### config.mk
export PLATFORM = sky130hd
export DESIGN_NAME = counter_b32_monitor
export DESIGN_NICKNAME = d
export VERILOG_FILES = /design/src/rtl/counter_b32_monitor.sv
export SDC_FILE = /design/constraint.sdc
export NUM_CORES = 1
export LEC_CHECK = 0
export ABC_AREA = 1
export BUFFER_PORTS_ARGS = -buffer_cell sky130_fd_sc_hd__buf_2
export CORE_MARGIN = 2
export CORE_UTILIZATION = 30
export DETAILED_ROUTE_END_ITERATION = 6
export HOLD_SLACK_MARGIN = 0.1
export PLACE_DENSITY = 0.56
export SYNTH_ARGS = -nofsm -noshare
export SYNTH_HDL_FRONTEND = slang
export SYNTH_SLANG_ARGS = --single-unit
### constraint.sdc
create_clock -name mon_clk -period 2.2 [get_ports mon_clk]
set_input_delay 0.66 -clock mon_clk [delete_from_list [all_inputs] [get_ports mon_clk]]
set_output_delay 0.66 -clock mon_clk [all_outputs]
set_load 0.01 [all_outputs]
### src/rtl/counter_b32_monitor.sv
// rtl/counter_b32_monitor.sv - in-line scoreboard for the 32-bit up/down/down-by-3/load counter
module counter_b32_monitor #(
    parameter int WIDTH     = 32,
    parameter int ERR_CNT_W = 16
) (
    input  logic                 mon_clk,
    input  logic                 mon_reset,
    input  logic                 mon_enable,
    input  logic [1:0]           mon_mode,
    input  logic [WIDTH-1:0]     mon_D,
    input  logic [WIDTH-1:0]     mon_Q,
    input  logic                 mon_rco,
    input  logic                 mon_load,
    input  logic                 mon_clear,
    output logic                 mon_err,
    output logic                 mon_err_sticky,
    output logic [2:0]           mon_err_code,
    output logic [WIDTH-1:0]     mon_first_err_q,
    output logic [ERR_CNT_W-1:0] mon_err_cnt,
    output logic [31:0]          mon_check_cnt
);

    typedef enum logic {
        ST_WAIT  = 1'b0,
        ST_TRACK = 1'b1
    } state_e;

    localparam logic [1:0]           MODE_UP    = 2'b00;
    localparam logic [1:0]           MODE_DOWN  = 2'b01;
    localparam logic [1:0]           MODE_DOWN3 = 2'b10;
    localparam logic [WIDTH-1:0]     Q_ONE      = WIDTH'(1);
    localparam logic [WIDTH-1:0]     Q_THREE    = WIDTH'(3);
    localparam logic [ERR_CNT_W-1:0] ERR_ONE    = ERR_CNT_W'(1);
    localparam logic [31:0]          CHK_ONE    = 32'd1;

    state_e                 state_q, state_d;
    logic [WIDTH-1:0]       model_q_q, model_q_d;
    logic                   model_rco_q, model_rco_d;
    logic                   model_load_q, model_load_d;
    logic                   err_q, err_d;
    logic [2:0]             err_code_q, err_code_d;
    logic                   sticky_q, sticky_d;
    logic [WIDTH-1:0]       first_q_q, first_q_d;
    logic [ERR_CNT_W-1:0]   err_cnt_q, err_cnt_d;
    logic [31:0]            check_cnt_q, check_cnt_d;

    logic [WIDTH-1:0]       exp_q;
    logic                   exp_rco;
    logic                   exp_load;
    logic [2:0]             mismatch;

    always_comb begin
        // WAIT always checks the post-reset values of the counter
        if (state_q == ST_WAIT) begin
            exp_q    = '0;
            exp_rco  = 1'b0;
            exp_load = 1'b0;
        end else begin
            exp_q    = model_q_q;
            exp_rco  = model_rco_q;
            exp_load = model_load_q;
        end
        mismatch = {mon_load != exp_load, mon_rco != exp_rco, mon_Q != exp_q};
    end

    always_comb begin
        model_q_d    = model_q_q;
        model_rco_d  = 1'b0;
        model_load_d = 1'b0;
        if (mon_enable) begin
            case (mon_mode)
                MODE_UP: begin
                    model_q_d   = model_q_q + Q_ONE;
                    model_rco_d = (model_q_q == '1);
                end
                MODE_DOWN: begin
                    model_q_d   = model_q_q - Q_ONE;
                    model_rco_d = (model_q_q == '0);
                end
                MODE_DOWN3: begin
                    model_q_d   = model_q_q - Q_THREE;
                    model_rco_d = (model_q_q < Q_THREE);
                end
                default: begin
                    model_q_d    = mon_D;
                    model_load_d = 1'b1;
                end
            endcase
        end
    end

    always_comb begin
        state_d     = ST_TRACK;
        err_d       = |mismatch;
        err_code_d  = mismatch;
        sticky_d    = sticky_q;
        first_q_d   = first_q_q;
        err_cnt_d   = err_cnt_q;
        check_cnt_d = check_cnt_q;
        // clear outranks a same-edge error for the status, not for the pulse
        if (mon_clear) begin
            sticky_d    = 1'b0;
            first_q_d   = '0;
            err_cnt_d   = '0;
            check_cnt_d = '0;
        end else begin
            if (check_cnt_q != '1) begin
                check_cnt_d = check_cnt_q + CHK_ONE;
            end
            if (err_d) begin
                if (err_cnt_q != '1) begin
                    err_cnt_d = err_cnt_q + ERR_ONE;
                end
                if (!sticky_q) begin
                    sticky_d  = 1'b1;
                    first_q_d = mon_Q;
                end
            end
        end
    end

    always_ff @(posedge mon_clk) begin
        if (mon_reset) begin
            state_q      <= ST_WAIT;
            model_q_q    <= '0;
            model_rco_q  <= 1'b0;
            model_load_q <= 1'b0;
            err_q        <= 1'b0;
            err_code_q   <= '0;
            sticky_q     <= 1'b0;
            first_q_q    <= '0;
            err_cnt_q    <= '0;
            check_cnt_q  <= '0;
        end else begin
            state_q      <= state_d;
            model_q_q    <= model_q_d;
            model_rco_q  <= model_rco_d;
            model_load_q <= model_load_d;
            err_q        <= err_d;
            err_code_q   <= err_code_d;
            sticky_q     <= sticky_d;
            first_q_q    <= first_q_d;
            err_cnt_q    <= err_cnt_d;
            check_cnt_q  <= check_cnt_d;
        end
    end

    assign mon_err         = err_q;
    assign mon_err_code    = err_code_q;
    assign mon_err_sticky  = sticky_q;
    assign mon_first_err_q = first_q_q;
    assign mon_err_cnt     = err_cnt_q;
    assign mon_check_cnt   = check_cnt_q;

endmodule

==> results of run 1 <==
[synthesized netlist by cell type (11+ instances only)]
cell type	number
nand4_1	25
dfxtp_1	120
nor2_2	12
xor2_1	58
clkbuf_1	26
inv_1	198
nor2_1	225
a21oi_1	75
o21ai_0	133
nor3_1	30
nand3_1	117
a41oi_1	11
buf_2	20
xnor2_1	15
nand2_1	370
nand2_2	20
nor4_1	13
[routing by layer]
layer | GRT usage (%) | part of all wire [%] | vias up
met5 | 0 | 0 | -
met4 | 6.179 | 2.1 | 0
met3 | 3.768 | 6.2 | 53
met2 | 35.95 | 46 | 359
met1 | 29.42 | 46 | 5011
li1 | - | - | 5541
[metrics by stage]
stage	hold slack [ns]	instance area [um^2]	util (%)
after floorplan	0.4994	9275	-
after global placement	0.4565	11590	37.99
after detailed placement	0.4662	11590	37.99
after CTS	0.4792	12170	39.89
after global routing	0.4927	12360	40.52
final	0.4753	12360	40.52
[power by group through the flow]
stage / Sequential [W] / Clock (W) / Combinational (W)
2_1_floorplan: 0.00239 / 0 / 0.000940
3_3_place_gp: 0.00241 / 0 / 0.00170
3_5_place_dp: 0.00241 / 0 / 0.00170
4_1_cts: 0.00236 / 0.00284 / 0.00171
5_1_grt: 0.00238 / 0.00292 / 0.00194
6_report: 0.00237 / 0.00278 / 0.00176
[flip-flops by register name (all words and copies together), names as in the netlist]
register / count
model_q_q: 32
mon_check_cnt: 32
mon_first_err_q: 32
mon_err_cnt: 16
mon_err_code: 3
model_load_q: 1
model_rco_q: 1
mon_err: 1
mon_err_sticky: 1
state_q: 1
[area by class of cell]
cell class | instances | area share, %
clock buffers | 20 | 3.613
clock inverters | 12 | 1.022
well taps | 396 | 4.008
inverters | 202 | 6.225
repair buffers | 322 | 17.77
flip-flops and latches | 120 | 19.50
multi-input cells | 1170 | 47.85
[worst max-delay path: stages]
cell	delay [ns]
buf_2	0.13
inv_6	0.06
nand2_4	0.06
buf_4	0.20
nand2_1	0.10
nand2_1	0.11
nor2_1	0.22
nand2_1	0.13
nor2_1	0.18
and2_1	0.15
nand2_1	0.08
nand2_1	0.08
nand2_1	0.06
nand3_2	0.10
a21oi_2	0.06
[worst max-delay path by stage]
stage / to / slack [ns] / cells after the start
finish: model_q_q[25]$_SDFFE_PP0P_ / 0.13 / 15
global route: model_q_q[30]$_SDFFE_PP0P_ / 0.001 / 15
CTS: model_q_q[30]$_SDFFE_PP0P_ / 0.007 / 17
detailed placement: model_q_q[30]$_SDFFE_PP0P_ / -0.37 / 19
global placement: model_q_q[22]$_SDFFE_PP0P_ / -0.32 / 19
floorplan: model_q_q[30]$_SDFFE_PP0P_ / -0.15 / 21
[what timing repair did]
action                                  4_1_cts  5_1_grt
cloned                                        0        0
endpoints found under the setup margin        2       68
buffers inserted                              0        1
pin swaps                                     0       10
hold endpoints to repair                      0        0
resized for setup                             2       63
hold buffers                                  0        0
[cell families (layout without fill, tap and decap cells)]
group / after synthesis / count (layout) / synth area share [%]
AND/OR/NAND/NOR: 850 / 850 / 40.27
buffers and inverters: 264 / 556 / 12.05
AO/OA/AOI/OAI: 241 / 241 / 13.95
flip-flops: 120 / 120 / 25.97
XOR/XNOR: 74 / 74 / 7.088
adder cells (fa/ha/maj): 5 / 5 / 0.6763
==> metrics.csv, run 1 <==
metric,value,unit
status,completed,
core area,30510,um^2
Async SR Flop Fraction,0,%
Clock Latency Late Sink,0.43,ns
hold_sp,mon_first_err_q[17]$_SDFFE_PP0P_,
Critical Path AT,2.38,ns
# DRC,0,
vias per inst,4.890,
final worst-path cycle share,94.05,%
capturing point of the worst reg2reg path,model_q_q[30]$_SDFFE_PP0P_,
Critical Path End Type,register,
Layout Nets,1910,
Yosys cell types,44,
Critical Path RT,2.51,ns
Final min period,2.069,ns
dpl ws,-0.3672,ns
TNS Setup,0,ns
Max Slew Vio Count,0,
Static Leak,5.960,nW
Synthesized Nets,1631,
largest net degree at the start of global routing,59,
cell count after placement,2209,
RSZ-0062 raised after global routing,true,
cts bufs inserted,17,
biggest area consumer among synthesized cells,dfxtp_1,
Hold Path Depth,2,
n_diodes,0,
setup violators final,0,
clock-pin transition on the worst setup and hold timing paths,0.06,ns
fin worst setup slack,0.1309,ns
syn avg cell area,5.952,um^2
GRT Resource Usage Total,21.87,%
vias in the first global route,10340,
largest cells by area after synthesis,"dfxtp_1, nand2_1, nor2_1",
I/O Buffers,156,
Clock Root Buffer,clkbuf_16,
top_reg_cell synth,dfxtp_1,
Reg2Reg Depth,17,
Power Total,0.006907,W
Die Area,32250,um^2
Max H-tree Level,4,
Post-Syn Area,9250,um^2
Max Cap Viol,0,
Max-slew headroom,71.53,%
antenna violations before repair,0,
crit-path max FO,13,
kind of critical path,in -> reg,
"most common cell after layout, fill and taps aside",nand2_1,
fmax,0.4833,GHz
Rows,64,
first-pass GRT wire length,56330,um
VDD IR-drop max,0.4939,mV
Clock power frac,40.2,%
HP Class,reg -> reg,
share of layout cells above drive strength 1,24.81,%
most frequent cells in the layout,"nand2_1, nor2_1, inv_1, buf_2, buf_4",
TritonRoute pass-1 iters,7,
Worst-Margin Slew,0.4238,ns
routability cong.,0.9748,
Final Hold Vio Count,0,
NetSw,0.002243,W
Flop pwr share,34.3,%
sequential share of the synthesized area,25.97,%
Clock Path Buffers,2,
Post-synth EDFFs,0,
Die H,179.6,um
post-route insts no fill,2242,
Syn-to-layout area delta,33.64,%
"setup slack, reg-to-reg",0.15,ns
die width,179.6,um
Fillers,3299,
io pins,157,
yosys warns,0,
Post-Route WL,36060,um
Worst R2R Start,model_q_q[1]$_SDFFE_PP0P_,
GRT overflow,0,
number of nets with antenna violations after routing,0,
PD cells,558.7,nW/um^2
Worst Setup SP,mon_mode[1],
dpl hpwl,28710,um
Clock Sinks,120,
CTS tree,built,
area occupied by multi-input gates,5916,um^2
synthesized flop and latch total,120,
sw frac,32.48,%
Comb pwr share,25.5,%
Worst Skew,0.01411,ns
area fraction of the dominant cell type after synthesis,25.97,%
Cells after Synth,1554,
hold path endpoint,mon_first_err_q[17]$_SDFFE_PP0P_,
Pint,0.004663,W
CP Launch Type,primary input,
register area,2411,um^2
Initial Util,30.32,%
wire per inst,16.08,um
Initial DRC Count,894,
DR vias,10960,
Note: power is estimated with default switching activity, not from simulation.
==> run 2, diff against run 1 <==
PLACE_DENSITY = 0.54   (was 0.56)
clock period = 2.3 ns   (was 2.2 ns; I/O delays follow)
==> metrics.csv, run 2 (synthesis gave the netlist of run 1 again) <==
metric,value,unit
status,completed,
GRT Resource Usage Total,21.78,%
GRT overflow,0,
Die Area,32250,um^2
Worst Skew,0.01729,ns
PD cells,529.4,nW/um^2
Clock power frac,39.1,%
Worst R2R Start,state_q$_DFF_P_,
Reg2Reg Depth,14,
setup violators final,0,
Final Hold Vio Count,0,
fmax,0.4714,GHz
Critical Path RT,2.67,ns
Max Slew Vio Count,0,
wire per inst,15.95,um
Power Total,0.006324,W
HP Class,reg -> reg,
vias per inst,4.809,
dpl ws,-0.2876,ns
Critical Path End Type,register,
clock-pin transition on the worst setup and hold timing paths,0.06,ns
post-route insts no fill,2220,
"setup slack, reg-to-reg",0.20,ns
CP Launch Type,primary input,
CTS tree,built,
largest net degree at the start of global routing,59,
Clock Latency Late Sink,0.44,ns
first-pass GRT wire length,56060,um
capturing point of the worst reg2reg path,mon_err_cnt[2]$_SDFFE_PP0P_,
Clock Root Buffer,clkbuf_16,
number of nets with antenna violations after routing,0,
hold_ws,0.4748,ns
Flop pwr share,35.7,%
Max Cap Viol,0,
Syn-to-layout area delta,29.14,%
Clock Sinks,120,
vias in the first global route,10280,
cts bufs inserted,17,
Max H-tree Level,4,
Final min period,2.121,ns
"most common cell after layout, fill and taps aside",nand2_1,
Worst Setup EP,model_q_q[25]$_SDFFE_PP0P_,
fin worst setup slack,0.1787,ns
crit-path max FO,16,
sw frac,33.58,%
Pint,0.004201,W
cell count after placement,2185,
Rows,64,
io pins,157,
dpl hpwl,28200,um
final worst-path cycle share,92.23,%
Post-CTS Hold Buffers,0,
routability cong.,0.9390,
VDD IR-drop max,0.4588,mV
NetSw,0.002123,W
Initial DRC Count,990,
Critical Path AT,2.49,ns
most frequent cells in the layout,"nand2_1, nor2_1, inv_1, buf_2, buf_4",
core area,30510,um^2
Die H,179.6,um
Layout Nets,1886,
TritonRoute pass-1 iters,6,
kind of critical path,in -> reg,
Max-slew headroom,57.34,%
DR vias,10680,
die width,179.6,um
Worst Setup SP,mon_mode[1],
Worst-Margin Slew,0.6399,ns
share of layout cells above drive strength 1,22.67,%
Fillers,3383,
# DRC,0,
I/O Buffers,156,
Static Leak,5.766,nW
Post-Route WL,35400,um
antenna violations before repair,2,
Initial Util,30.32,%
Clock Path Buffers,2,
Comb pwr share,25.2,%
run 2: cell type report:
| class | instances | area, um^2 | area share [%] |
|---|---|---|---|
| Multi-Input combinational cell | 1170 | 5797 | 48.53 |
| Clock buffer | 20 | 456.7 | 3.823 |
| Tap cell | 396 | 495.5 | 4.148 |
| Sequential cell | 120 | 2409 | 20.16 |
| Clock inverter | 12 | 78.83 | 0.6599 |
| Inverter | 202 | 765.7 | 6.410 |
| Antenna cell | 2 | 5.005 | 0.04190 |
| Timing Repair Buffer | 298 | 1938 | 16.23 |
run 2: repair_timing:
item	in CTS	in global routing
setup buffers	0	1
setup endpoints to repair	1	60
pin swaps	0	3
gates resized for setup	1	30
run 2: worst min path at each step:
| stage | startpoint | end | cells past startpoint |
|---|---|---|---|
| 2_1_floorplan | mon_check_cnt[0]$_SDFFE_PP0P_ | mon_check_cnt[0]$_SDFFE_PP0P_ | 1 |
| 3_3_place_gp | mon_first_err_q[10]$_SDFFE_PP0P_ | mon_first_err_q[10]$_SDFFE_PP0P_ | 2 |
| 3_5_place_dp | mon_first_err_q[8]$_SDFFE_PP0P_ | mon_first_err_q[8]$_SDFFE_PP0P_ | 2 |
| 4_1_cts | mon_first_err_q[8]$_SDFFE_PP0P_ | mon_first_err_q[8]$_SDFFE_PP0P_ | 2 |
| 5_1_grt | mon_first_err_q[17]$_SDFFE_PP0P_ | mon_first_err_q[17]$_SDFFE_PP0P_ | 2 |
| 6_report | mon_first_err_q[8]$_SDFFE_PP0P_ | mon_first_err_q[8]$_SDFFE_PP0P_ | 2 |
run 2: power groups by stage:
| stage | Sequential, W | Clock (W) | Combinational (W) |
|---|---|---|---|
| 3_3_place_gp | 0.00230 | 0 | 0.00155 |
| 2_1_floorplan | 0.00228 | 0 | 0.000897 |
| 6_report | 0.00226 | 0.00247 | 0.00159 |
| 3_5_place_dp | 0.00230 | 0 | 0.00156 |
| 5_1_grt | 0.00227 | 0.00262 | 0.00176 |
| 4_1_cts | 0.00225 | 0.00252 | 0.00156 |
run 2: through the flow:
stage | area, um^2 | util (%) | TNS (ns)
2_1_floorplan | 9268 | - | -0.2390
3_3_place_gp | 11320 | 37.11 | -7.301
3_5_place_dp | 11320 | 37.11 | -9.562
4_1_cts | 11860 | 38.86 | 0
5_1_grt | 11950 | 39.15 | -0.0008806
6_report | 11950 | 39.15 | 0
run 2: worst max-delay path: stages:
cell     delay [ns]
buf_2          0.13
buf_12         0.13
nor2_4         0.15
buf_12         0.17
nand2_1        0.08
nand2_1        0.17
nor2_2         0.09
nand2_1        0.13
nor2_1         0.07
and2_1         0.15
nand2_1        0.14
nand2_1        0.08
nand2_1        0.07
nand3_2        0.08
a21oi_2        0.13
run 2: routing by layer:
layer,up-vias,wire length (um),track usage [%]
met4,0,728,7.285
met5,-,0,0
met3,41,1915,3.485
met2,297,16270,35.42
met1,4854,16490,29.33
li1,5484,-,-
